$ cat config.mk
export PLATFORM = sky130hd
export DESIGN_NAME = timer_ctrl
export DESIGN_NICKNAME = d
export VERILOG_FILES = /design/src/rtl/timer_pkg.sv /design/src/rtl/btn_onepulse.sv /design/src/rtl/timer_ctrl.sv
export SDC_FILE = /design/constraint.sdc
export NUM_CORES = 1
export LEC_CHECK = 0
export CORE_AREA = 2 2 65 67
export DETAILED_ROUTE_END_ITERATION = 10
export DIE_AREA = 0 0 67 69
export GPL_ROUTABILITY_DRIVEN = 0
export PLACE_DENSITY = 0.69
export SETUP_SLACK_MARGIN = 0.05
export SYNTH_ARGS = -nofsm -noshare
export SYNTH_HDL_FRONTEND = slang
export SYNTH_SLANG_ARGS = --single-unit
export TNS_END_PERCENT = 50
$ cat constraint.sdc
create_clock -name clk -period 1.83 [get_ports clk]
set_input_delay 0.366 -clock clk [delete_from_list [all_inputs] [get_ports clk]]
set_output_delay 0.366 -clock clk [all_outputs]
set_load 0.02 [all_outputs]
$ cat src/rtl/timer_pkg.sv
// Shared encodings for the timer controller and the downstream BCD down-counter.
// Holds the 2-bit counter command values and the controller FSM state enum.
package timer_pkg;

  // Command driven to the BCD down-counter; value 3 is never produced.
  typedef enum logic [1:0] {
    CMD_IDLE     = 2'd0,
    CMD_STOP     = 2'd1,
    CMD_COUNTING = 2'd2
  } cmd_e;

  typedef enum logic [1:0] {
    S_IDLE   = 2'd0,
    S_RUN    = 2'd1,
    S_PAUSE  = 2'd2,
    S_FINISH = 2'd3
  } fsm_e;

endpackage

$ cat src/rtl/btn_onepulse.sv
// Raw button -> 2-flop synchronizer -> registered rising-edge pulse (one cycle).
// A button already held when reset releases never produces a pulse until released.
module btn_onepulse (
  input  logic clk,
  input  logic rst,
  input  logic i_btn,
  output logic o_pulse
);

  logic       r_sync1;
  logic       r_sync2;
  logic       r_prev;
  logic       r_armed;
  logic       r_pulse;
  logic [1:0] r_vld;

  always_ff @(posedge clk) begin
    if (rst) begin
      r_sync1 <= 1'b0;
      r_sync2 <= 1'b0;
      r_prev  <= 1'b0;
      r_armed <= 1'b0;
      r_pulse <= 1'b0;
      r_vld   <= 2'b00;
    end else begin
      // NOTE: non-blocking so every stage samples its predecessor's pre-edge value.
      r_sync1 <= i_btn;
      r_sync2 <= r_sync1;
      r_prev  <= r_sync2;
      r_vld   <= {r_vld[0], 1'b1};
      // Arm only on a genuinely sampled low, not on the zeros left by reset.
      r_armed <= r_armed | (r_vld[1] & ~r_sync2);
      r_pulse <= r_armed & r_sync2 & ~r_prev;
    end
  end

  assign o_pulse = r_pulse;

endmodule

$ cat src/rtl/timer_ctrl.sv
// Start/pause/clear controller that paces a BCD down-counter with a divided tick.
// The command output is combinational so COUNTING and the counter's done line align.
module timer_ctrl
  import timer_pkg::*;
#(
  parameter int TICK_DIV = 100_000_000
) (
  input  logic       clk,
  input  logic       rst,
  input  logic       btn_start,
  input  logic       btn_clear,
  input  logic       done,
  output logic [1:0] state,
  output logic       running,
  output logic       finished
);

  localparam int                TICK_W   = (TICK_DIV > 1) ? $clog2(TICK_DIV) : 1;
  localparam logic [TICK_W-1:0] TICK_MAX = TICK_W'(TICK_DIV - 1);

  fsm_e              r_fsm;
  fsm_e              w_fsm_nxt;
  logic [TICK_W-1:0] r_tick_cnt;
  logic [TICK_W-1:0] w_tick_cnt_nxt;
  logic              w_start_p;
  logic              w_clear_p;
  logic              w_tick;
  cmd_e              w_cmd;

  btn_onepulse u_start (
    .clk     (clk),
    .rst     (rst),
    .i_btn   (btn_start),
    .o_pulse (w_start_p)
  );

  btn_onepulse u_clear (
    .clk     (clk),
    .rst     (rst),
    .i_btn   (btn_clear),
    .o_pulse (w_clear_p)
  );

  assign w_tick = (r_fsm == S_RUN) && (r_tick_cnt == TICK_MAX);

  always_ff @(posedge clk) begin
    if (rst) begin
      r_fsm      <= S_IDLE;
      r_tick_cnt <= '0;
    end else begin
      r_fsm      <= w_fsm_nxt;
      r_tick_cnt <= w_tick_cnt_nxt;
    end
  end

  always_comb begin
    // NOTE: defaults first so every path assigns every output and no latch is inferred.
    w_fsm_nxt      = r_fsm;
    w_tick_cnt_nxt = r_tick_cnt;
    w_cmd          = CMD_STOP;

    case (r_fsm)
      S_IDLE: begin
        w_cmd          = CMD_IDLE;
        w_tick_cnt_nxt = '0;
        if (w_start_p) w_fsm_nxt = S_RUN;
      end
      S_RUN: begin
        w_cmd          = w_tick ? CMD_COUNTING : CMD_STOP;
        w_tick_cnt_nxt = w_tick ? '0 : r_tick_cnt + 1'b1;
        // Completion outranks a simultaneous pause request.
        if (w_tick && done)  w_fsm_nxt = S_FINISH;
        else if (w_start_p)  w_fsm_nxt = S_PAUSE;
      end
      S_PAUSE: begin
        if (w_start_p) w_fsm_nxt = S_RUN;
      end
      S_FINISH: begin
        w_fsm_nxt = S_FINISH;
      end
      default: begin
        w_fsm_nxt = S_IDLE;
      end
    endcase

    if (w_clear_p) begin
      w_fsm_nxt      = S_IDLE;
      w_tick_cnt_nxt = '0;
    end
  end

  assign state    = w_cmd;
  assign running  = (r_fsm == S_RUN);
  assign finished = (r_fsm == S_FINISH);

endmodule

Yosys cells after proc, flatten, opt, wreduce, memory -nomap -nowiden
Cells that the tools add are included.
Widths: inputs -> output; s select.
{"block": "totals", "word_cells": 52, "in_bits": 5, "regBits": 43, "output_inout_bits": 4}
{"block": "op_classes", "n_reduce_logical": 7, "mux": 10, "bitwise_logic": 12, "eq_ne": 6, "n_addsub": 1}
{"cell": "$pmux 27 s2", "n": 1}
{"cell": "$add 27x1->27 const B", "n": 1}
{"cell": "$eq 27x27->1 const B", "n": 1}
{"cell": "$mux 27", "n": 1}
{"cell": "$mux 2", "n": 4}
{"cell": "$and 1x1->1", "n": 6}
{"cell": "$pmux 2 s3", "n": 1}
{"cell": "$eq 2x2->1 const B", "n": 2}
{"cell": "$not 1->1", "n": 4}
{"cell": "$pmux 2 s2", "n": 1}
{"cell": "$reduce_or 2->1", "n": 2}
{"cell": "$ne 3x1->1 const B", "n": 1}
{"cell": "$eq 2x1->1 const B", "n": 1}
{"cell": "$logic_and 1x1->1", "n": 2}
{"cell": "$logic_not 2->1", "n": 1}
{"cell": "$mux 1", "n": 2}
{"cell": "$ne 2x1->1 const B", "n": 1}
{"cell": "$or 1x1->1", "n": 2}
{"cell": "$reduce_and 2->1", "n": 1}
{"cell": "$reduce_bool 2->1", "n": 1}

Longest topological paths before layout
{"block": "logic_depth", "depth_word": 5, "ltp_mapped": 8, "depth_no_buf": 6}

By module
From an unflattened synthesis, not the netlist that was laid out.
{"block": "unflattened", "hier_cells": 236, "area_unflattened_um2": 2103.3}
{"module": "timer_ctrl", "n_inst": 1, "area_each_um2": 1690.4, "cells_per_inst": 204, "seq_area_each_um2": 580.6}
{"module": "btn_onepulse", "n_inst": 2, "area_each_um2": 206.4, "cells_per_inst": 16, "seq_area_each_um2": 140.1}

Least setup slack after synthesis
No wires, ideal clock.
{"block": "synth_timing", "path_kind": "reg2out", "start": "reg r_tick_cnt[0]", "end": "out state[0]", "arrival_ps": 1657, "setup_slack_ps": -193, "path_stages_with_launch": 6, "path_buffers": 0, "t_required_ps": 1464, "path_cell_list": "dfxtp_1 > ha_1 > nand3_1 > nor4_4 > a21oi_1 > or2_2"}
{"block": "synth_via", "elab_chain_cells": 4}
{"element": "from (decl)", "line_no": "timer_ctrl.sv:23", "source": "logic [TICK_W-1:0] r_tick_cnt;"}
{"element": "from (signal assigned)", "line_no": "timer_ctrl.sv:52", "source": "r_tick_cnt <= w_tick_cnt_nxt;"}
{"element": "$eq 27x27->1", "line_no": "timer_ctrl.sv:44", "source": "assign w_tick = (r_fsm == S_RUN) && (r_tick_cnt == TICK_MAX);"}
{"element": "$logic_and 1x1->1", "line_no": "timer_ctrl.sv:44"}
{"element": "$mux 2", "line_no": "timer_ctrl.sv:69", "source": "w_cmd = w_tick ? CMD_COUNTING : CMD_STOP;"}
{"element": "$pmux 2 s2", "line_no": "timer_ctrl.sv:62", "source": "case (r_fsm)"}
{"element": "to (decl)", "line_no": "timer_ctrl.sv:13", "source": "output logic [1:0] state,"}
Every way passes these cells.

Worst setup path in the final report
{"block": "layout_timing", "start": "reg r_tick_cnt[24]", "end": "out state[0]"}
The elaborated chain is that of the path after synthesis.

==> out/qor.yml <==
core_um2: 3914
overflow: 0
skew_ns: 0.01025
critical_path_class: "reg -> out"
die_w_um: 67
violations: "negative setup slack"
finalCritPeriodShare: 1.123
dp_hpwl_mm: 3.329
antenna_found_initial: 0
area_growth_pct: 42.74
synth.top_cells.by_count: "dfxtp_1, nand2_1, a21oi_1, nand3_1"
drc: 0
yosysSeqAreaShare: 0.4105
critPathMaxStageDelay_ns: 0.33
syn_area_um2: 1999
async_reset_ff_frac: 0
min_period_ns: 2.055
num-nets-final: 304
tightest_slew_ns: 0.2856
cts_tree: "built"
finalMaxSlewViolations: 0
hold_path_class: "reg -> reg"
wl_met3_um: 218
cts-htree-levels: 2
fin_tns_setup_ns: -0.4787
pre_cts_ws_ns: -0.3672
max-cap-violations: 0
wl_met2_mm: 2.861
highest-signal-layer: "met4"
cp-end-kind: "output port"
yosysUniqueCellTypes: 47
die_h_um: 69
ios: 9
n_antenna_cell: 0
finalHoldViolCount: 0
crit_path_top_delay_cell: "dfxtp_2"
wl_mm: 5.516
row_count: 23
netlist.area_leader.share: 0.4105
start_util: 0.5109
post_route_cells_drive_above_1_share: 0.3980
insertion_delay_ns: 0.30
synth_nets: 235
status: "finished with violations"
ys.flop_type: "dfxtp_1"
biggestRegsByFlops: "r_tick_cnt: 27 flops, r_fsm: 2 flops"
cts_root_buf: "clkbuf_8"
io_buffers: 8
die_area_um2: 4623
synth_cells: 229
crit_path_max_fanout: 3
largest_reg_flops: 27
cp.required_ns: 1.46
met1Wirelength_mm: 2.231
setup_ws_ns: -0.2255
syn_avg_cell_area_um2: 8.731
wl_per_cell_um: 15.81
ant_nets: 0
via_per_inst: 5.739
grt_max_degree: 19
clock_path_buffers: 2
largest-register: "r_tick_cnt"
synthMostInstantiatedCell: "dfxtp_1"
rsz0062_at_grt: "yes"
yosysWarnings: 0
fillers: 295
critPathLaunchType: "flop"
relSlewSlack: 0.8069
max-vdd-ir-drop_uv: 318.7
grt_pass1_wl_mm: 9.363
cp.arrival_ns: 1.69
crit_chain: "or2b_4, nor4_4, a21oi_2, or2_4, buf_6"
synth_area_leader_cell: "dfxtp_1"
hold_ws_ns: 0.3856
drtIter0Drc: 122
clk_pin_slew_worst_paths_ns: 0.09
ctsHoldBuffers: 0
cts_buffers: 5
synth_area_leaders: "dfxtp_1, a21oi_1, nand3_1"
groute.usage.overall: 0.2684
cts_sinks: 41
p_per_area_nw_per_um2: 539.8
grt_pass1_vias: 2060
synth_edf_count: 0
p_leak_nw: 1.157
drt_first_pass_iters: 4
ys_ff_latch: 41
finalSetupViolCount: 5
dr_total_vias: 2003
fmax_mhz: 486.5
-- stage by stage --
| step | utilization | cell area [um^2] | cells | power (W) |
|---|---|---|---|---|
| after floorplan | - | 2027 | 229 | 0.0009496 |
| after global placement | 0.6320 | 2474 | 327 | 0.0009685 |
| after detailed placement | 0.6320 | 2474 | 327 | 0.0009705 |
| after CTS | 0.7174 | 2808 | 347 | 0.001552 |
| after global routing | 0.7292 | 2854 | 349 | 0.001593 |
| final | 0.7292 | 2854 | 349 | 0.001541 |
-- critical path: cells and delay by family (launching register included) --
kind / cells / cell delay [ns]
compound gates: 1 / 0.11
buf+inv: 1 / 0.13
flops: 1 / 0.33
simple gates: 3 / 0.82
-- metal layers --
layer	up-vias	global-route usage
li1	966	-
met2	61	0.4686
met1	957	0.2974
met5	-	0
met3	19	0.06036
met4	0	0.1293
-- repair_timing --
item | CTS | global route
pin swaps | 14 | 4
gates resized for setup | 53 | 8
gates cloned | 3 | 0
setup buffers | 9 | 3
endpoints found under the setup margin | 22 | 23
-- logic make-up (layout without fill, tap and decap cells) --
kind of cell	Yosys count	after routing	synth area share
simple gates	104	104	0.3292
compound gates	51	52	0.1521
flops	41	41	0.4105
buf+inv	26	95	0.07384
xor+xnor	3	3	0.01314
mux	3	3	0.01502
fa+ha+maj	1	1	0.006257
-- layout by cell type, fill, tap and decap left out, types with 8 or more instances in the layout --
cell      n
dfxtp_2   8
nand3_1  14
a21oi_1  13
nor2_1   10
inv_1    15
buf_4    55
o21ai_1   8
nand4_1   9
dfxtp_1  33
nand2_1  20
-- worst paths after layout --
check        slack [ns]                     endpoint                         from  cells past startpoint
max               -0.23                     state[0]  r_tick_cnt[24]$_SDFFE_PP0P_                      5
min reg2reg        0.39   u_clear.o_pulse$_SDFF_PP0_    u_clear.r_prev$_SDFF_PP0_                      1
min                0.39   u_clear.o_pulse$_SDFF_PP0_    u_clear.r_prev$_SDFF_PP0_                      1
max reg2reg       -0.06  r_tick_cnt[13]$_SDFFE_PP0P_  r_tick_cnt[24]$_SDFFE_PP0P_                      8
-- final cells by class --
class                   count  area, um^2  area share
clock buffers               6       72.57     0.02543
clock inverters             2       10.01    0.003507
inverters                  15       56.30     0.01973
multi-input cells         163        1181      0.4139
flip-flops and latches     41       830.8      0.2911
well taps                  50       62.56     0.02192
repair buffers             72       640.6      0.2245
-- where the power goes --
| part | leakage (nW) | internal, W | switching (W) |
|---|---|---|---|
| Sequential | 0.336 | 0.000902 | 0.00000372 |
| Clock | 0.0450 | 0.000265 | 0.000320 |
| Combinational | 0.775 | 0.0000266 | 0.0000227 |
| Total | 1.16 | 0.00119 | 0.000347 |
(Power assumes the default switching activity.)
